$ cat config.mk
export PLATFORM = sky130hd
export DESIGN_NAME = slt_seq_unit
export DESIGN_NICKNAME = d
export VERILOG_FILES = /design/src/rtl/slt_seq_unit.sv
export SDC_FILE = /design/constraint.sdc
export NUM_CORES = 1
export LEC_CHECK = 0
export CAP_MARGIN = 10
export CORE_UTILIZATION = 40
export CTS_CLUSTER_DIAMETER = 80
export DETAILED_ROUTE_END_ITERATION = 7
export GPL_TIMING_DRIVEN = 0
export PLACE_DENSITY = 0.74
export SYNTH_ARGS = -nofsm -noshare
export SYNTH_HDL_FRONTEND = slang
export SYNTH_SLANG_ARGS = --single-unit
$ cat constraint.sdc
create_clock -name clk -period 3.2 [get_ports clk]
set_input_delay 0.48 -clock clk [delete_from_list [all_inputs] [get_ports clk]]
set_output_delay 0.48 -clock clk [all_outputs]
set_load 0.005 [all_outputs]
$ cat src/rtl/slt_seq_unit.sv
// Multi-cycle set-less-than unit: forms x + ~y + 1 CHUNK bits per cycle on one chunk adder.
// Optional feature macro SLT_MINMAX_EN adds registered min_val/max_val outputs.
module slt_seq_unit #(
    parameter int WIDTH = 32,
    parameter int CHUNK = 4
) (
    input  logic             clk,
    input  logic             rst_n,
    input  logic             in_valid,
    output logic             in_ready,
    input  logic [WIDTH-1:0] x,
    input  logic [WIDTH-1:0] y,
    input  logic             is_signed,
    output logic             out_valid,
    input  logic             out_ready,
    output logic             set,
    output logic             overflow,
    output logic             eq,
`ifdef SLT_MINMAX_EN
    output logic [WIDTH-1:0] min_val,
    output logic [WIDTH-1:0] max_val,
`endif
    output logic [1:0]       o_dbg_state
);

    localparam int NCHUNK = WIDTH / CHUNK;
    localparam int IW     = (NCHUNK > 1) ? $clog2(NCHUNK) : 1;

    // Handshake: a transfer happens on a rising edge where valid and ready are both high;
    // out_valid and the result fields stay stable until that edge.
    typedef enum logic [1:0] {
        S_IDLE = 2'd0,
        S_RUN  = 2'd1,
        S_DONE = 2'd2
    } state_t;

    state_t           r_state;
    state_t           w_next_state;
    logic [WIDTH-1:0] r_x;
    logic [WIDTH-1:0] r_ny;
    logic             r_signed;
    logic             r_carry;
    logic [IW-1:0]    r_idx;
    logic             r_nz;
    logic             r_set;
    logic             r_ovf;
    logic             r_eq;
`ifdef SLT_MINMAX_EN
    logic [WIDTH-1:0] r_y;
    logic [WIDTH-1:0] r_min;
    logic [WIDTH-1:0] r_max;
`endif

    int               w_base;
    logic [CHUNK-1:0] w_xc;
    logic [CHUNK-1:0] w_yc;
    logic [CHUNK:0]   w_sum;
    logic             w_last;
    logic             w_c_msb;
    logic             w_ovf;
    logic             w_set;
    logic             w_eq;

    assign w_base = int'(r_idx) * CHUNK;
    assign w_xc   = r_x[w_base +: CHUNK];
    assign w_yc   = r_ny[w_base +: CHUNK];
    assign w_sum  = {1'b0, w_xc} + {1'b0, w_yc} + {{CHUNK{1'b0}}, r_carry};
    assign w_last = (r_idx == IW'(NCHUNK - 1));
    // Carry into the top bit, recovered from the top sum bit and its two addend bits.
    assign w_c_msb = w_sum[CHUNK-1] ^ w_xc[CHUNK-1] ^ w_yc[CHUNK-1];
    assign w_ovf   = w_c_msb ^ w_sum[CHUNK];
    assign w_set   = r_signed ? (w_sum[CHUNK-1] ^ w_ovf) : ~w_sum[CHUNK];
    assign w_eq    = ~(r_nz | (|w_sum[CHUNK-1:0]));

    always_ff @(posedge clk or negedge rst_n) begin
        if (!rst_n) begin
            r_state <= S_IDLE;
        end else begin
            r_state <= w_next_state;
        end
    end

    always_comb begin
        w_next_state = r_state;
        case (r_state)
            S_IDLE:  if (in_valid)  w_next_state = S_RUN;
            S_RUN:   if (w_last)    w_next_state = S_DONE;
            S_DONE:  if (out_ready) w_next_state = S_IDLE;
            default:                w_next_state = S_IDLE;
        endcase
    end

    always_comb begin
        in_ready    = 1'b0;
        out_valid   = 1'b0;
        o_dbg_state = r_state;
        case (r_state)
            S_IDLE:  in_ready  = 1'b1;
            S_DONE:  out_valid = 1'b1;
            default: ;
        endcase
    end

    always_ff @(posedge clk or negedge rst_n) begin
        if (!rst_n) begin
            r_x      <= '0;
            r_ny     <= '0;
            r_signed <= 1'b0;
            r_carry  <= 1'b0;
            r_idx    <= '0;
            r_nz     <= 1'b0;
            r_set    <= 1'b0;
            r_ovf    <= 1'b0;
            r_eq     <= 1'b0;
`ifdef SLT_MINMAX_EN
            r_y      <= '0;
            r_min    <= '0;
            r_max    <= '0;
`endif
        end else begin
            case (r_state)
                S_IDLE: begin
                    if (in_valid) begin
                        r_x      <= x;
                        r_ny     <= ~y;
                        r_signed <= is_signed;
                        r_carry  <= 1'b1;
                        r_idx    <= '0;
                        r_nz     <= 1'b0;
`ifdef SLT_MINMAX_EN
                        r_y      <= y;
`endif
                    end
                end
                S_RUN: begin
                    r_carry <= w_sum[CHUNK];
                    r_nz    <= r_nz | (|w_sum[CHUNK-1:0]);
                    // idx stops at the last chunk instead of wrapping.
                    if (!w_last) begin
                        r_idx <= r_idx + IW'(1);
                    end else begin
                        r_set <= w_set;
                        r_ovf <= w_ovf;
                        r_eq  <= w_eq;
`ifdef SLT_MINMAX_EN
                        r_min <= w_set ? r_x : r_y;
                        r_max <= w_set ? r_y : r_x;
`endif
                    end
                end
                default: ;
            endcase
        end
    end

    assign set      = r_set;
    assign overflow = r_ovf;
    assign eq       = r_eq;
`ifdef SLT_MINMAX_EN
    assign min_val  = r_min;
    assign max_val  = r_max;
`endif

endmodule

==> flow_summary.json <==
{
  "diodes": 0,
  "switching_share_pct": 35.8,
  "cts.hold.buffers_added": 0,
  "holdCritPathClass": "in2async",
  "drt_pre_antenna_iters": 5,
  "cp_slowest_cell": "mux4_2",
  "drive_gt1_share_pct": 20.9,
  "p_seq_share_pct": 33.8,
  "totalWireLength_um": 7640,
  "cts.sinks": 75,
  "critPathBufInv": 2,
  "drc": 0,
  "stdcell_area_um2": 4650,
  "cp-end-kind": "flop",
  "ys_types": 32,
  "grt_pass1_vias": 2467,
  "die_h_um": 95.7,
  "cts_root_buffer": "clkbuf_8",
  "cts.path.max_buffers": 2,
  "grt_max_degree": 48,
  "p_per_area_nw_per_um2": 1060,
  "cp_data_arrival_time_ns": 3.26,
  "seq_area_frac_synth_pct": 53.5,
  "cts-buffers-inserted": 9,
  "p_leak_nw": 2.02,
  "crit_chain": "buf_12 -> mux4_2 -> mux2i_2 -> fa_1 -> inv_1 -> fa_1 -> a21o_1 -> a21o_1 -> and3_1 -> mux2i_1 -> nand2_1",
  "fmax_mhz": 331,
  "port_buffers": 75,
  "start_util_pct": 42.1,
  "ys_seq_elements": 75,
  "hpwl_um": 5640,
  "drv_slew": 0,
  "path_class": "reg2reg",
  "power_switching_w": 0.00176,
  "critPathRequiredTime_ns": 3.44,
  "post_drt_wl_per_cell_um": 16.1,
  "crit_path_start_kind": "flop",
  "dieArea_um2": 9160,
  "antenna_left": 0,
  "via_count": 2480,
  "syn2layout_area_growth_pct": 32.4,
  "final_hold_viol_count": 0,
  "p_int_w": 0.00315,
  "holdWs_ns": 0.0520,
  "place_congestion": 0.759,
  "ios": 76,
  "die_w_um": 95.7,
  "cpPeakStageDelay_ns": 0.55,
  "core_area_um2": 8340,
  "nets": 440,
  "post-route-period-util_pct": 94.5,
  "vias_per_cell": 5.23,
  "fin_skew_ns": 0.00872,
  "min_period_ns": 3.02,
  "grt_overflow": 0,
  "clk_pin_slew_ns": 0.08,
  "syn_area_um2": 3510,
  "postSynth.asyncResetShare_pct": 100,
  "max-slew-margin-rel_pct": 59.1,
  "clkLatencyLatePin_ns": 0.35,
  "synth_edf_count": 0,
  "tightest_slew_ns": 0.614,
  "path_delay_family": "multiplexers",
  "finalSetupViolations": 0,
  "globalRouteTotalUtil_pct": 18.9,
  "clockPowerShare_pct": 16.3,
  "peakVddDrop_uv": 401,
  "fin_util_pct": 55.7,
  "syn_area_per_cell_um2": 12.6,
  "yosys_warnings": 0,
  "synthCells": 279,
  "cp_max_fo": 18,
  "outcome": "finished, final reports clean",
  "rsz0062_at_grt": "no",
  "synthFlopType": "dfrtp_1",
  "cts_tree": "built",
  "cap_violations": 0,
  "fillers": 718,
  "num_rows": 33,
  "synthesis.nets": 355,
  "combPwrFrac_pct": 49.9,
  "grt_pass1_wl_um": 12400,
  "antenna_found_initial": 0,
  "placed_cell_area_um2": 4420,
  "htree_levels": 3,
  "drt_iter0_drc": 102
}
==> layout by cell type, fill, tap and decap left out, types with 5 or more instances in the layout <==
master / n
a22o_1: 6
inv_1: 7
dfrtp_1: 74
nand2_1: 37
o21ai_0: 35
nor2_1: 7
mux4_2: 16
clkbuf_8: 9
ha_1: 5
mux2_2: 38
clkbuf_1: 9
clkdlybuf4s50_1: 74
==> logic make-up (layout without fill, tap and decap cells) <==
family | count (synthesis) | count (layout) | share of synthesized area (%)
xor+xnor | 3 | 3 | 0.749
simple gates | 58 | 58 | 6.99
compound gates | 52 | 52 | 8.87
buf+inv | 24 | 114 | 2.85
flops | 75 | 75 | 53.5
mux | 60 | 60 | 24.2
fa+ha+maj | 7 | 7 | 2.92
==> per-layer routing <==
metal	wire length, um	part of all wire (%)	track usage, %	up-vias
li1	-	-	-	1169
met1	3410	45	25.4	1228
met2	3750	49	29.4	73
met3	369	4.8	5.74	10
met4	114	1.5	5.72	0
met5	0	0	0	-
==> registers in the layout, summed over array words and instances (netlist names) <==
name / flops
overflow: 1
eq: 1
r_nz: 1
r_x: 32
r_signed: 1
r_idx: 3
set: 1
r_ny: 32
o_dbg_state: 2
r_carry: 1
==> cell usage after synthesis, types with 3 or more instances <==
library cell  number  share of area [%]
a21o_1             3               0.64
a22o_1             6                1.5
buf_1              4               0.43
clkbuf_1          10                1.1
dfrtp_1           75                 53
ha_1               5                1.8
inv_1              7               0.75
mux2_2            38                 12
mux2i_1            6                1.7
mux4_2            16                 10
nand2_1           37                4.0
nand3_1            4               0.57
nor2_1             7               0.75
o21ai_0           35                5.0
==> area by class of cell <==
class / count / area, um2 / area share (%)
inverters: 7 / 26.3 / 0.565
clock inverters: 6 / 90.1 / 1.94
flip-flops and latches: 75 / 1880 / 40.4
plain buffers: 15 / 77.6 / 1.67
repair buffers: 76 / 776 / 16.7
multi-input cells: 180 / 1540 / 33.2
well taps: 105 / 131 / 2.83
clock buffers: 10 / 128 / 2.75
==> per-stage QoR <==
step / setup TNS (ns) / cells / setup WS (ns) / total power, W
floorplan: 0 / 279 / 0.228 / 0.00344
global placement: -67.21 / 459 / -0.881 / 0.00397
detailed placement: -1.81 / 460 / -0.481 / 0.00409
CTS: 0 / 474 / 0.0578 / 0.00488
global route: 0 / 474 / 0.00744 / 0.00529
finish: 0 / 474 / 0.177 / 0.00490
==> worst paths after layout <==
path / endpoint / depth (start not counted) / from / slack (ns)
max in group asynchronous: r_ny[17]$_DFFE_PN0P_ / 2 / rst_n / 2.59
worst min register to register: overflow$_DFFE_PN0P_ / 2 / overflow$_DFFE_PN0P_ / 0.48
worst max-delay path: set$_DFFE_PN0P_ / 11 / r_idx[0]$_DFFE_PN0P_ / 0.18
worst max register to register: set$_DFFE_PN0P_ / 11 / r_idx[0]$_DFFE_PN0P_ / 0.18
min in group clk: overflow$_DFFE_PN0P_ / 2 / overflow$_DFFE_PN0P_ / 0.48
worst min-delay path: o_dbg_state[1]$_DFFE_PN0P_ / 1 / rst_n / 0.05
==> power by group through the flow <==
stage               clock (W)  sequential, W  combinational (W)
floorplan                   0        0.00157            0.00187
global placement            0        0.00162            0.00235
detailed placement          0        0.00165            0.00243
CTS                  0.000815        0.00165            0.00241
global route         0.000858        0.00171            0.00272
finish               0.000800        0.00166            0.00245
==> timing repair <==
item	CTS	global route
pin swaps	0	0
setup endpoints to repair	5	2
resized for setup	2	7
buffers inserted	0	0
(Power assumes the default switching activity.)
